==> src/rtl/unified_mem_arbiter_if.sv <==
// Bus bundle between the IF/D requesters, the arbiter and the shared RAM.
interface unified_mem_arbiter_if;
  logic        if_req;
  logic [31:0] if_addr;
  logic        if_gnt;
  logic        if_rvalid;
  logic [31:0] if_rdata;
  logic        d_req;
  logic        d_we;
  logic [2:0]  d_op;
  logic [31:0] d_addr;
  logic [31:0] d_wdata;
  logic        d_gnt;
  logic        d_rvalid;
  logic [31:0] d_rdata;
  logic        mem_en;
  logic        mem_we;
  logic [2:0]  mem_op;
  logic [31:0] mem_addr;
  logic [31:0] mem_wdata;
  logic [31:0] mem_rdata;
  logic        busy;

  modport slave (
    input  if_req, if_addr, d_req, d_we, d_op, d_addr, d_wdata, mem_rdata,
    output if_gnt, if_rvalid, if_rdata, d_gnt, d_rvalid, d_rdata,
           mem_en, mem_we, mem_op, mem_addr, mem_wdata, busy
  );

  modport master (
    output if_req, if_addr, d_req, d_we, d_op, d_addr, d_wdata, mem_rdata,
    input  if_gnt, if_rvalid, if_rdata, d_gnt, d_rvalid, d_rdata,
           mem_en, mem_we, mem_op, mem_addr, mem_wdata, busy
  );
endinterface

==> src/rtl/unified_mem_arbiter.sv <==
// Round-robin arbiter sharing one single-port RAM between instruction fetch and
// load/store; one outstanding read, fixed RAM read latency RD_LAT.
module unified_mem_arbiter #(
  parameter int unsigned RD_LAT = 1
) (
  input logic                  clock,
  input logic                  reset,
  unified_mem_arbiter_if.slave bus
);
  localparam int unsigned CNT_W   = 3;
  localparam logic [2:0]  OP_WORD = 3'b010;

  typedef enum logic {ST_IDLE, ST_WAIT} state_e;

  state_e           r_state, w_state_nxt;
  logic [CNT_W-1:0] r_cnt, w_cnt_nxt;
  logic             r_owner, w_owner_nxt;
  logic             r_last, w_last_nxt;
  logic             w_grant_if, w_grant_d;

  if ((RD_LAT < 1) || (RD_LAT > 4)) begin : g_bad_rd_lat
    $error("unified_mem_arbiter: RD_LAT=%0d outside 1..4", RD_LAT);
  end

  // last resets to D so that the first tie after reset goes to IF
  always_ff @(posedge clock) begin
    if (reset) begin
      r_state <= ST_IDLE;
      r_cnt   <= '0;
      r_owner <= 1'b0;
      r_last  <= 1'b1;
    end else begin
      r_state <= w_state_nxt;
      r_cnt   <= w_cnt_nxt;
      r_owner <= w_owner_nxt;
      r_last  <= w_last_nxt;
    end
  end

  // Grants are combinational in IDLE; read data is a passthrough in the last WAIT cycle
  always_comb begin
    w_state_nxt   = r_state;
    w_cnt_nxt     = r_cnt;
    w_owner_nxt   = r_owner;
    w_last_nxt    = r_last;
    w_grant_if    = 1'b0;
    w_grant_d     = 1'b0;
    bus.if_gnt    = 1'b0;
    bus.if_rvalid = 1'b0;
    bus.if_rdata  = '0;
    bus.d_gnt     = 1'b0;
    bus.d_rvalid  = 1'b0;
    bus.d_rdata   = '0;
    bus.mem_en    = 1'b0;
    bus.mem_we    = 1'b0;
    bus.mem_op    = '0;
    bus.mem_addr  = '0;
    bus.mem_wdata = '0;
    bus.busy      = 1'b0;

    if (!reset) begin
      unique case (r_state)
        ST_IDLE: begin
          if (bus.if_req && (!bus.d_req || r_last)) begin
            w_grant_if = 1'b1;
          end else if (bus.d_req) begin
            w_grant_d = 1'b1;
          end

          if (w_grant_if) begin
            bus.if_gnt   = 1'b1;
            bus.mem_en   = 1'b1;
            bus.mem_op   = OP_WORD;
            bus.mem_addr = bus.if_addr;
            w_last_nxt   = 1'b0;
            w_owner_nxt  = 1'b0;
            w_cnt_nxt    = CNT_W'(RD_LAT - 1);
            w_state_nxt  = ST_WAIT;
          end else if (w_grant_d) begin
            bus.d_gnt     = 1'b1;
            bus.mem_en    = 1'b1;
            bus.mem_we    = bus.d_we;
            bus.mem_op    = bus.d_op;
            bus.mem_addr  = bus.d_addr;
            bus.mem_wdata = bus.d_wdata;
            w_last_nxt    = 1'b1;
            if (!bus.d_we) begin
              w_owner_nxt = 1'b1;
              w_cnt_nxt   = CNT_W'(RD_LAT - 1);
              w_state_nxt = ST_WAIT;
            end
          end
        end

        ST_WAIT: begin
          bus.busy = 1'b1;
          if (r_cnt == '0) begin
            if (r_owner) begin
              bus.d_rvalid = 1'b1;
              bus.d_rdata  = bus.mem_rdata;
            end else begin
              bus.if_rvalid = 1'b1;
              bus.if_rdata  = bus.mem_rdata;
            end
            w_state_nxt = ST_IDLE;
          end else begin
            w_cnt_nxt = r_cnt - CNT_W'(1);
          end
        end

        default: w_state_nxt = ST_IDLE;
      endcase
    end
  end
endmodule
==> src/flat_wrapper.sv <==
// flat-port wrapper written by rule: the top's interface ports become plain ports
module unified_mem_arbiter_flat 
#(
  parameter int unsigned RD_LAT = 1
)
  (clock, reset, bus_if_req, bus_if_addr, bus_d_req, bus_d_we, bus_d_op, bus_d_addr, bus_d_wdata, bus_mem_rdata, bus_if_gnt, bus_if_rvalid, bus_if_rdata, bus_d_gnt, bus_d_rvalid, bus_d_rdata, bus_mem_en, bus_mem_we, bus_mem_op, bus_mem_addr, bus_mem_wdata, bus_busy);
  unified_mem_arbiter_if bus_i ();
  input logic clock;
  input logic reset;
  input wire logic [$bits(bus_i.if_req)-1:0] bus_if_req;
  input wire logic [$bits(bus_i.if_addr)-1:0] bus_if_addr;
  input wire logic [$bits(bus_i.d_req)-1:0] bus_d_req;
  input wire logic [$bits(bus_i.d_we)-1:0] bus_d_we;
  input wire logic [$bits(bus_i.d_op)-1:0] bus_d_op;
  input wire logic [$bits(bus_i.d_addr)-1:0] bus_d_addr;
  input wire logic [$bits(bus_i.d_wdata)-1:0] bus_d_wdata;
  input wire logic [$bits(bus_i.mem_rdata)-1:0] bus_mem_rdata;
  output wire logic [$bits(bus_i.if_gnt)-1:0] bus_if_gnt;
  output wire logic [$bits(bus_i.if_rvalid)-1:0] bus_if_rvalid;
  output wire logic [$bits(bus_i.if_rdata)-1:0] bus_if_rdata;
  output wire logic [$bits(bus_i.d_gnt)-1:0] bus_d_gnt;
  output wire logic [$bits(bus_i.d_rvalid)-1:0] bus_d_rvalid;
  output wire logic [$bits(bus_i.d_rdata)-1:0] bus_d_rdata;
  output wire logic [$bits(bus_i.mem_en)-1:0] bus_mem_en;
  output wire logic [$bits(bus_i.mem_we)-1:0] bus_mem_we;
  output wire logic [$bits(bus_i.mem_op)-1:0] bus_mem_op;
  output wire logic [$bits(bus_i.mem_addr)-1:0] bus_mem_addr;
  output wire logic [$bits(bus_i.mem_wdata)-1:0] bus_mem_wdata;
  output wire logic [$bits(bus_i.busy)-1:0] bus_busy;
  assign bus_i.if_req = bus_if_req;
  assign bus_i.if_addr = bus_if_addr;
  assign bus_i.d_req = bus_d_req;
  assign bus_i.d_we = bus_d_we;
  assign bus_i.d_op = bus_d_op;
  assign bus_i.d_addr = bus_d_addr;
  assign bus_i.d_wdata = bus_d_wdata;
  assign bus_i.mem_rdata = bus_mem_rdata;
  assign bus_if_gnt = bus_i.if_gnt;
  assign bus_if_rvalid = bus_i.if_rvalid;
  assign bus_if_rdata = bus_i.if_rdata;
  assign bus_d_gnt = bus_i.d_gnt;
  assign bus_d_rvalid = bus_i.d_rvalid;
  assign bus_d_rdata = bus_i.d_rdata;
  assign bus_mem_en = bus_i.mem_en;
  assign bus_mem_we = bus_i.mem_we;
  assign bus_mem_op = bus_i.mem_op;
  assign bus_mem_addr = bus_i.mem_addr;
  assign bus_mem_wdata = bus_i.mem_wdata;
  assign bus_busy = bus_i.busy;
  unified_mem_arbiter #(.RD_LAT(RD_LAT)) u_core (.clock(clock), .reset(reset), .bus(bus_i));
endmodule
==> config.mk <==
export PLATFORM = sky130hd
export DESIGN_NAME = unified_mem_arbiter_flat
export DESIGN_NICKNAME = d
export VERILOG_FILES = /design/src/rtl/unified_mem_arbiter_if.sv /design/src/rtl/unified_mem_arbiter.sv /design/src/flat_wrapper.sv
export SDC_FILE = /design/constraint.sdc
export NUM_CORES = 1
export LEC_CHECK = 0
export CAP_MARGIN = 20
export CELL_PAD_IN_SITES_DETAIL_PLACEMENT = 0
export CELL_PAD_IN_SITES_GLOBAL_PLACEMENT = 1
export CORE_MARGIN = 3
export CORE_UTILIZATION = 11
export DETAILED_ROUTE_END_ITERATION = 10
export PLACE_DENSITY = 0.85
export RECOVER_POWER = 50
export SETUP_SLACK_MARGIN = 0.3
export SYNTH_ARGS = -nofsm -noshare
export SYNTH_HDL_FRONTEND = slang
export SYNTH_SLANG_ARGS = --single-unit
==> constraint.sdc <==
create_clock -name clock -period 4.3 [get_ports clock]
set_input_delay 1.29 -clock clock [delete_from_list [all_inputs] [get_ports clock]]
set_output_delay 1.29 -clock clock [all_outputs]
set_load 0.02 [all_outputs]
Word-level counts from Yosys, hierarchy flattened
Index checks and enable logic that the tools add are counted.
Cells by class
  $add $sub $neg: 1
  eq/ne operators: 4
  muxes and demuxes: 66
  bitwise logic cells: 1
  reductions and logical operators: 8
Operator list (count)
  $mux 32: 16
  $mux 1: 40
  $mux 3: 8
  $ne 3x3->1 const B: 2
  $pmux 3 s2: 1
  $reduce_and 3->1: 2
  $logic_not 3->1: 1
  $sub 3x1->3 const B: 1
  $ne 2x1->1 const B: 1
  $ne 2x2->1 const B: 1
  $pmux 1 s2: 1
  $reduce_and 2->1: 1
  $reduce_bool 2->1: 1
  $logic_and 1x1->1: 1
  $logic_not 1->1: 1
  $logic_or 1x1->1: 1
  $not 1->1: 1
Storage, ports and cells
  register bits: 6
  output and inout bits: 138
  word-level logic and storage cells: 84

Depth between registers and ports, before layout
Gate-level depths: netlist (run 1).
  word-level depth: 10
  gate-level depth with buffers: 6

Worst setup path after synthesis (run 1)
Ideal clock, no wire load.
  path type: input to output
  start: in reset
  end: out bus_if_rdata[22]
  arrival: 2597 ps
  path slack: 413 ps
  stages on the path: 5
  buffers on the path: 2
  cells stage by stage: buf_2 -> nor2b_1 -> and3b_1 -> buf_2 -> and2_1
On the way
  word-level cells in the longest chain between the ends: 1
Ends and longest elaborated chain
  start: declaration: RTL line flat_wrapper.sv:9  | input logic reset;
  $mux 32: RTL line unified_mem_arbiter.sv:61  | if (!reset) begin
  end: declaration: RTL line flat_wrapper.sv:20  | output wire logic [$bits(bus_i.if_rdata)-1:0] bus_if_rdata;
No other way between the ends.

Final worst setup path (run 1)
  start: in bus_d_req
  end: out bus_mem_wdata[3]
On the way
  word-level cells in the longest chain between the ends: 10
  elaborated cells between the ends (all ways): 14
  classes of those cells: mux (11); reduce/logical (3)
Ends and longest elaborated chain
  start: declaration: RTL line flat_wrapper.sv:12  | input wire logic [$bits(bus_i.d_req)-1:0] bus_d_req;
  $logic_not 1->1: RTL line unified_mem_arbiter.sv:64  | if (bus.if_req && (!bus.d_req || r_last)) begin
  $logic_or 1x1->1: RTL line unified_mem_arbiter.sv:64
  $logic_and 1x1->1: RTL line unified_mem_arbiter.sv:64
  $mux 1: RTL line unified_mem_arbiter.sv:64
  $mux 1: RTL line unified_mem_arbiter.sv:62  | unique case (r_state)
  $mux 1: RTL line unified_mem_arbiter.sv:61
  $mux 32: RTL line unified_mem_arbiter.sv:79  | end else if (w_grant_d) begin
  $mux 32 *: RTL line unified_mem_arbiter.sv:70  | if (w_grant_if) begin
  $mux 32 *: RTL line unified_mem_arbiter.sv:62
  $mux 32 *: RTL line unified_mem_arbiter.sv:61
  end: declaration: RTL line flat_wrapper.sv:28  | output wire logic [$bits(bus_i.mem_wdata)-1:0] bus_mem_wdata;
Mark *: on every way between the ends. The rest lies on a longest branch, timed or not. The select of a mux whose other input is x is not followed.

==> results of run 1 <==
## where the power goes
| part | internal, mW | leakage, nW | total, mW | switching [mW] |
|---|---|---|---|---|
| combinational | 0.218 | 2.01 | 0.392 | 0.174 |
| clock | 0.119 | 0.0370 | 0.150 | 0.0306 |
| sequential | 0.0587 | 0.0490 | 0.0645 | 0.00586 |
## logic make-up (layout without fill, tap and decap cells)
family / Yosys count / in the layout / share of synthesized area [%]
fa+ha+maj: 2 / 2 / 1.79
buf+inv: 24 / 305 / 8.88
other cells: 0 / 1 / 0
compound gates: 47 / 47 / 29.6
flops: 6 / 6 / 8.61
simple gates: 112 / 112 / 51.1
## area by class of cell
| cell class | instances | area share (%) |
|---|---|---|
| diodes | 1 | 0.0593 |
| clock buffers | 3 | 1.78 |
| inverters | 6 | 0.533 |
| multi-input cells | 161 | 27.3 |
| flip-flops and latches | 6 | 2.85 |
| well taps | 168 | 4.98 |
| repair buffers | 296 | 62.5 |
## per-layer routing
layer	global-route usage, %	part of all wire (%)	up-vias
li1	-	-	1225
met1	14.1	36	1097
met2	25.8	53	156
met3	3.54	8.7	12
met4	4.20	2.7	0
met5	0	0	-
## flip-flops by register name, indices dropped and copies added (netlist names)
name and flops:
u_core.r_cnt 3, u_core.r_last 1, u_core.r_owner 1, u_core.r_state 1
## metrics by stage
step                      setup TNS, ns  hold WS, ns
final                                 0        0.452
after global routing                  0        0.481
after CTS                             0        0.444
after detailed placement         -32.18        0.439
after global placement           -25.88        0.437
after floorplan                       0        0.421
## worst reg2reg max path: stages, from the launching register on
cell     delay [ns]
dfxtp_1        0.59
inv_1          0.23
o31a_1         0.34
a21oi_1        0.13
## repair_timing
item | 4_1_cts | 5_1_grt
endpoints found under the setup margin | 138 | 32
buffers inserted | 5 | 1
gates resized for setup | 335 | 5
pin swaps | 3 | 2
cloned | 3 | 1
## cell usage in the layout, fill, tap and decap left out, types with 3 or more instances in the layout
master / instances
dlygate4sd2_1: 67
clkbuf_1: 18
clkdlybuf4s25_1: 4
a22o_1: 32
clkdlybuf4s50_1: 131
and2_1: 98
buf_2: 35
a21oi_1: 3
buf_12: 5
inv_1: 5
buf_4: 21
dfxtp_1: 6
clkdlybuf4s15_2: 5
clkbuf_16: 4
## worst min path at each step
stage	startpoint	to	slack (ns)	cells after the start
2_1_floorplan	u_core.r_cnt[0]	u_core.r_cnt[0]	0.42	1
3_3_place_gp	u_core.r_cnt[0]	u_core.r_cnt[0]	0.44	1
3_5_place_dp	u_core.r_cnt[0]	u_core.r_cnt[0]	0.44	1
4_1_cts	u_core.r_cnt[0]	u_core.r_cnt[0]	0.44	1
5_1_grt	u_core.r_cnt[0]	u_core.r_cnt[0]	0.48	1
6_report	u_core.r_cnt[0]	u_core.r_cnt[0]	0.45	1
==> flow_metrics.tcl, run 1 <==
set metrics [dict create \
    seq_area_um2 120 \
    timing_worst_slew_pin_value_ns 0.456 \
    first_pass_iters 4 \
    htreeDepth 1 \
    syn_area_mm2 0.00140 \
    leakage_nw 2.10 \
    yosysMostFrequentCell "and2_1" \
    antenna_found_initial 1 \
    finalCritPeriodShare_pct 93.7 \
    grt_pass1_vias 2589 \
    cp_num_cells 8 \
    cp-start-kind "primary input" \
    core_area_mm2 0.0122 \
    crit_buf_inv 6 \
    clockRootBuffer "clkbuf_16" \
    path_cells "clkbuf_2, inv_2, a2111oi_4, clkbuf_4, buf_4, buf_12, and2_1, clkdlybuf4s25_1" \
    clk_path_buf_depth 2 \
    yosys.area.top_type_share_pct 44.4 \
    status "finished, final reports clean" \
    critical_path.top_delay_family "buffers and inverters" \
    wl_per_cell_um 16.3 \
    netlist_instances 191 \
    p_total_mw 0.606 \
    dpl.hpwl_mm 8.71 \
    cts.sinks 6 \
    p_per_area_mw_per_mm2 144 \
    drc 0 \
    drv_cap 0 \
    worst_skew_pair.late_latency_ns 0.23 \
    drive_gt1_share_pct 16.9 \
    reg2reg_setup_slack_ns 2.94 \
    synth_ff_type "dfxtp_1" \
    final.setup.worst_slack_ns 0.269 \
    synth_edf_count 0 \
    ys_seq_area_share_pct 8.61 \
    grt_pass1_wl_mm 15.1 \
    crit_end "bus_mem_wdata[3]" \
    crit_path_end_kind "output port" \
    drtAntennaViolNets 0 \
    reg2reg_from "u_core.r_state" \
    n_fill_cell 1342 \
    io_buffers 273 \
    gr-total-overflow 0 \
    setup_violations 0 \
    multi_input_area_mm2 0.00115 \
    critPathKind "primary input to output port" \
    io_pins 274 \
    fp.dieW_um 119 \
    critPathMaxStageDelay_ns 0.37 \
    synth_warnings 0 \
    startpoint "bus_d_req" \
    placed_area_mm2 0.00437 \
    finalClockSkew_ns 0.000163 \
    ys_top_cells_by_count "and2_1 (99), a22o_1 (32)" \
    hold_buffers 0 \
    die_area_mm2 0.0141 \
    clock.fmax_mhz 248 \
    fin_util_pct 34.6 \
    viasPerCell 3.88 \
    nNetsFinal 612 \
    path_clk_slew_ns 0.03 \
    cp.arrival_ns 2.74 \
    reg2reg_depth 3 \
    cts_tree "built" \
    row_count 40 \
    die_y_um 119 \
    rsz0062_at_grt "true" \
    ir_worst_vdd_mv 0.0909 \
    layout_min_cycle_time_ns 4.03 \
    hold_viol_final 0 \
    vias 2490 \
    synth_nets 329 \
    place_congestion 0.840 \
    avgSynthCellArea_um2 7.30 \
    area_growth_pct 203 \
    synthArstFlopShare_pct 0 \
    ys_seq_elements 6 \
    slew_viol_final 0 \
    drt_wl_total_mm 10.5 \
    required_ns 3.01 \
    grt_max_degree 34 \
    max_slew_margin_pct 69.6 \
    fin_cells 641 \
    design_area_mm2 0.00422 \
    r2r_end "u_core.r_cnt[1]" \
    initial_core_util_pct 11.4 \
    cts_inserted_buffers 3 \
    cpMaxStageDelayCell "clkdlybuf4s25_1" \
    place_ws_ns -0.379 \
    hold_path.class "flop to flop" \
    synth_largest_area_cell "and2_1" \
    grt_usage_pct 13.4 \
    synth.area.top_cells "and2_1 (44%), a22o_1 (20%), dfxtp_1 (8.6%), buf_4 (2.7%), buf_2 (2.2%)" \
    drt_iter0_markers 40 \
    path_max_fanout 16 \
    synth_cell_types 30 \
    placed_cells 627 \
]
(Power assumes the default switching activity.)
==> inputs of run 2 (changes only) <==
--- a/config.mk
+++ b/config.mk
@@ -5,15 +5,17 @@
 export SDC_FILE = /design/constraint.sdc
 export NUM_CORES = 1
 export LEC_CHECK = 0
+export ABC_AREA = 1
 export CAP_MARGIN = 20
 export CELL_PAD_IN_SITES_DETAIL_PLACEMENT = 0
 export CELL_PAD_IN_SITES_GLOBAL_PLACEMENT = 1
 export CORE_MARGIN = 3
-export CORE_UTILIZATION = 11
+export CORE_UTILIZATION = 10
 export DETAILED_ROUTE_END_ITERATION = 10
-export PLACE_DENSITY = 0.85
+export PLACE_DENSITY = 0.86
 export RECOVER_POWER = 50
 export SETUP_SLACK_MARGIN = 0.3
+export SLEW_MARGIN = 20
 export SYNTH_ARGS = -nofsm -noshare
 export SYNTH_HDL_FRONTEND = slang
 export SYNTH_SLANG_ARGS = --single-unit
==> run 2 against run 1 <==
  * Largest power group unchanged
  * Power decreased by 6.3%
  * Final area increased by 2.0%
  * Via count increased by 11%
==> flow_metrics.tcl, run 2 <==
set metrics [dict create \
    synth_largest_area_cell "nand2_1" \
    vias 2754 \
    yosys.area.top_type_share_pct 27.9 \
    gr-total-overflow 0 \
    largest_reg_flops 3 \
    yosys.area_share.simple_pct 58.6 \
    final_common_cell "clkdlybuf4s50_1" \
    synth.area.top_cells "nand2_1 (28%), nor2_1 (27%), inv_1 (20%), dfxtp_1 (8.5%), buf_2 (4.6%)" \
    slew_viol_final 0 \
    required_ns 3.01 \
    multi_input_area_um2 915 \
    place_congestion 0.736 \
    drc 0 \
    path_max_fanout 33 \
    rsz0062_at_grt "false" \
    syn_area_mm2 0.00142 \
    critPathMaxStageDelay_ns 0.41 \
    leakage_nw 2.47 \
    wl_per_cell_um 10.7 \
    max_slew_margin_pct 55.0 \
    drtAntennaViolNets 0 \
    status "finished, final reports clean" \
    first_pass_iters 4 \
    ys_top_cells_by_count "nand2_1 (105), nor2_1 (102), inv_1 (76)" \
    finalCritPeriodShare_pct 92.3 \
    crit_buf_inv 3 \
    r2r_end "u_core.r_cnt[0]" \
    cpMaxStageDelayCell "clkdlybuf4s25_1" \
    hold_viol_final 0 \
    die_area_mm2 0.0156 \
    whs_ns 0.450 \
    setup-tns-final_ns 0 \
    cts_inserted_buffers 3 \
    synth_warnings 0 \
    grt_max_degree 36 \
    synth_edf_count 0 \
    design_area_mm2 0.00431 \
    hold_path.class "flop to flop" \
    synth_ff_type "dfxtp_1" \
    ys_seq_area_share_pct 8.49 \
    n_fill_cell 1567 \
    cp-start-kind "primary input" \
    timing_worst_slew_pin_value_ns 0.675 \
    drv_cap 0 \
    synth_fa_ha_area_share_pct 1.77 \
    core_area_mm2 0.0136 \
    min-delay-start "u_core.r_cnt[1]" \
    antenna_found_initial 0 \
    path_clk_slew_ns 0.03 \
    synth_xor_area_share_pct 0 \
    die_y_um 125 \
    final_cell_mix "clkdlybuf4s50_1 (132), nand2_1 (105), nor2_1 (101), inv_1 (76), dlygate4sd2_1 (59)" \
    yosysMostFrequentCell "nand2_1" \
    fin_cells 782 \
    clockRootBuffer "clkbuf_16" \
    layout_min_cycle_time_ns 3.97 \
    holdPathStages 2 \
    p_per_area_mw_per_mm2 132 \
    place_ws_ns -0.198 \
    ys_seq_elements 6 \
    reg2reg_depth 8 \
    synth_nets 468 \
    fp.dieW_um 125 \
    critPathKind "primary input to output port" \
    drt_iter0_markers 41 \
    dpl.hpwl_mm 7.29 \
    netlist_instances 330 \
    crit_path_end_kind "output port" \
    path_cells "clkbuf_1, nor2_4, nand3_1, clkbuf_2, nor2_1, clkdlybuf4s25_1" \
    ir_worst_vdd_mv 0.101 \
    synth_cell_types 16 \
    htreeDepth 1 \
    synth_top_family_by_area "simple AND/OR/NAND/NOR gates" \
    placed_area_mm2 0.00446 \
    hold-path-endpoint "u_core.r_cnt[1]" \
    synth_mux_area_share_pct 0 \
    nNetsFinal 746 \
    io_pins 274 \
    synthArstFlopShare_pct 0 \
    synth-compound-area-share_pct 3.71 \
    initial_core_util_pct 10.4 \
    viasPerCell 3.52 \
    drt_wl_total_mm 8.39 \
    worst_skew_pair.late_latency_ns 0.23 \
    finalClockSkew_ns 0.000240 \
    avgSynthCellArea_um2 4.29 \
    fin_util_pct 31.8 \
    cts.sinks 6 \
    cts_tree "built" \
    placed_cells 778 \
    row_count 42 \
    clock.fmax_mhz 252 \
    hold_buffers 0 \
    largest_register "u_core.r_cnt" \
    grt_usage_pct 9.98 \
    grt_pass1_wl_mm 13.2 \
    cp.arrival_ns 2.68 \
    final.setup.worst_slack_ns 0.330 \
    io_buffers 273 \
    area_growth_pct 204 \
    reg2reg_setup_slack_ns 2.79 \
    setup_violations 0 \
    seq_area_um2 120 \
    grt_pass1_vias 2805 \
    critical_path.top_delay_family "buffers and inverters" \
    clk_path_buf_depth 2 \
    p_total_mw 0.568 \
    drive_gt1_share_pct 11.1 \
    cp_num_cells 6 \
    reg2reg_from "u_core.r_cnt[0]" \
    antenna_cells 0 \
]
## run 2: cell types whose count changed after synthesis, moves of 6 or more
| cell | delta |
|---|---|
| nand2_1 | +104 |
| nor2_1 | +100 |
| and2_1 | -99 |
| inv_1 | +70 |
| a22o_1 | -32 |
| buf_2 | +7 |
| clkbuf_1 | -6 |
## run 2: worst max path at each step
stage                    start                to
floorplan                reset   bus_d_rdata[22]
global placement    bus_if_req  bus_mem_addr[16]
detailed placement   bus_d_req  bus_mem_addr[16]
CTS                      reset  bus_mem_addr[16]
global route             reset   bus_if_rdata[7]
finish                   reset   bus_d_rdata[13]
## run 2: layer usage
| metal | wire length [um] | global-route usage [%] | vias to the layer above |
|---|---|---|---|
| met1 | 3230 | 10.9 | 1101 |
| met2 | 4110 | 18.9 | 184 |
| li1 | - | - | 1464 |
| met3 | 987 | 3.11 | 5 |
| met4 | 63 | 1.91 | 0 |
| met5 | 0 | 0 | - |
## run 2: cell type report
| cell class | instances | area share [%] |
|---|---|---|
| repair buffers | 289 | 62.1 |
| multi-input cells | 228 | 21.2 |
| inverters | 80 | 6.97 |
| well taps | 176 | 5.11 |
| flip-flops and latches | 6 | 2.79 |
| clock buffers | 3 | 1.74 |
## run 2: cell families (layout without fill, tap and decap cells)
family / count (synthesis) / after routing
AND/OR/NAND/NOR: 216 / 216
AO/OA/AOI/OAI: 10 / 10
flip-flops: 6 / 6
adder cells (fa/ha/maj): 2 / 2
buffers and inverters: 96 / 372
## run 2: power breakdown
part / leakage (nW) / switching, mW / internal, mW
clock network: 0.0370 / 0.0316 / 0.119
logic: 2.38 / 0.168 / 0.189
registers: 0.0491 / 0.00198 / 0.0590
## run 2: worst min-delay path: stages (launching register included)
cell	delay [ns]
dfxtp_1	0.30
nand2_1	0.06
a21oi_1	0.05
## run 2: repair_timing
action | in CTS | in global routing
gates resized for setup | 264 | 26
endpoints found under the setup margin | 137 | 136
pin swaps | 1 | 0
buffers inserted | 1 | 0
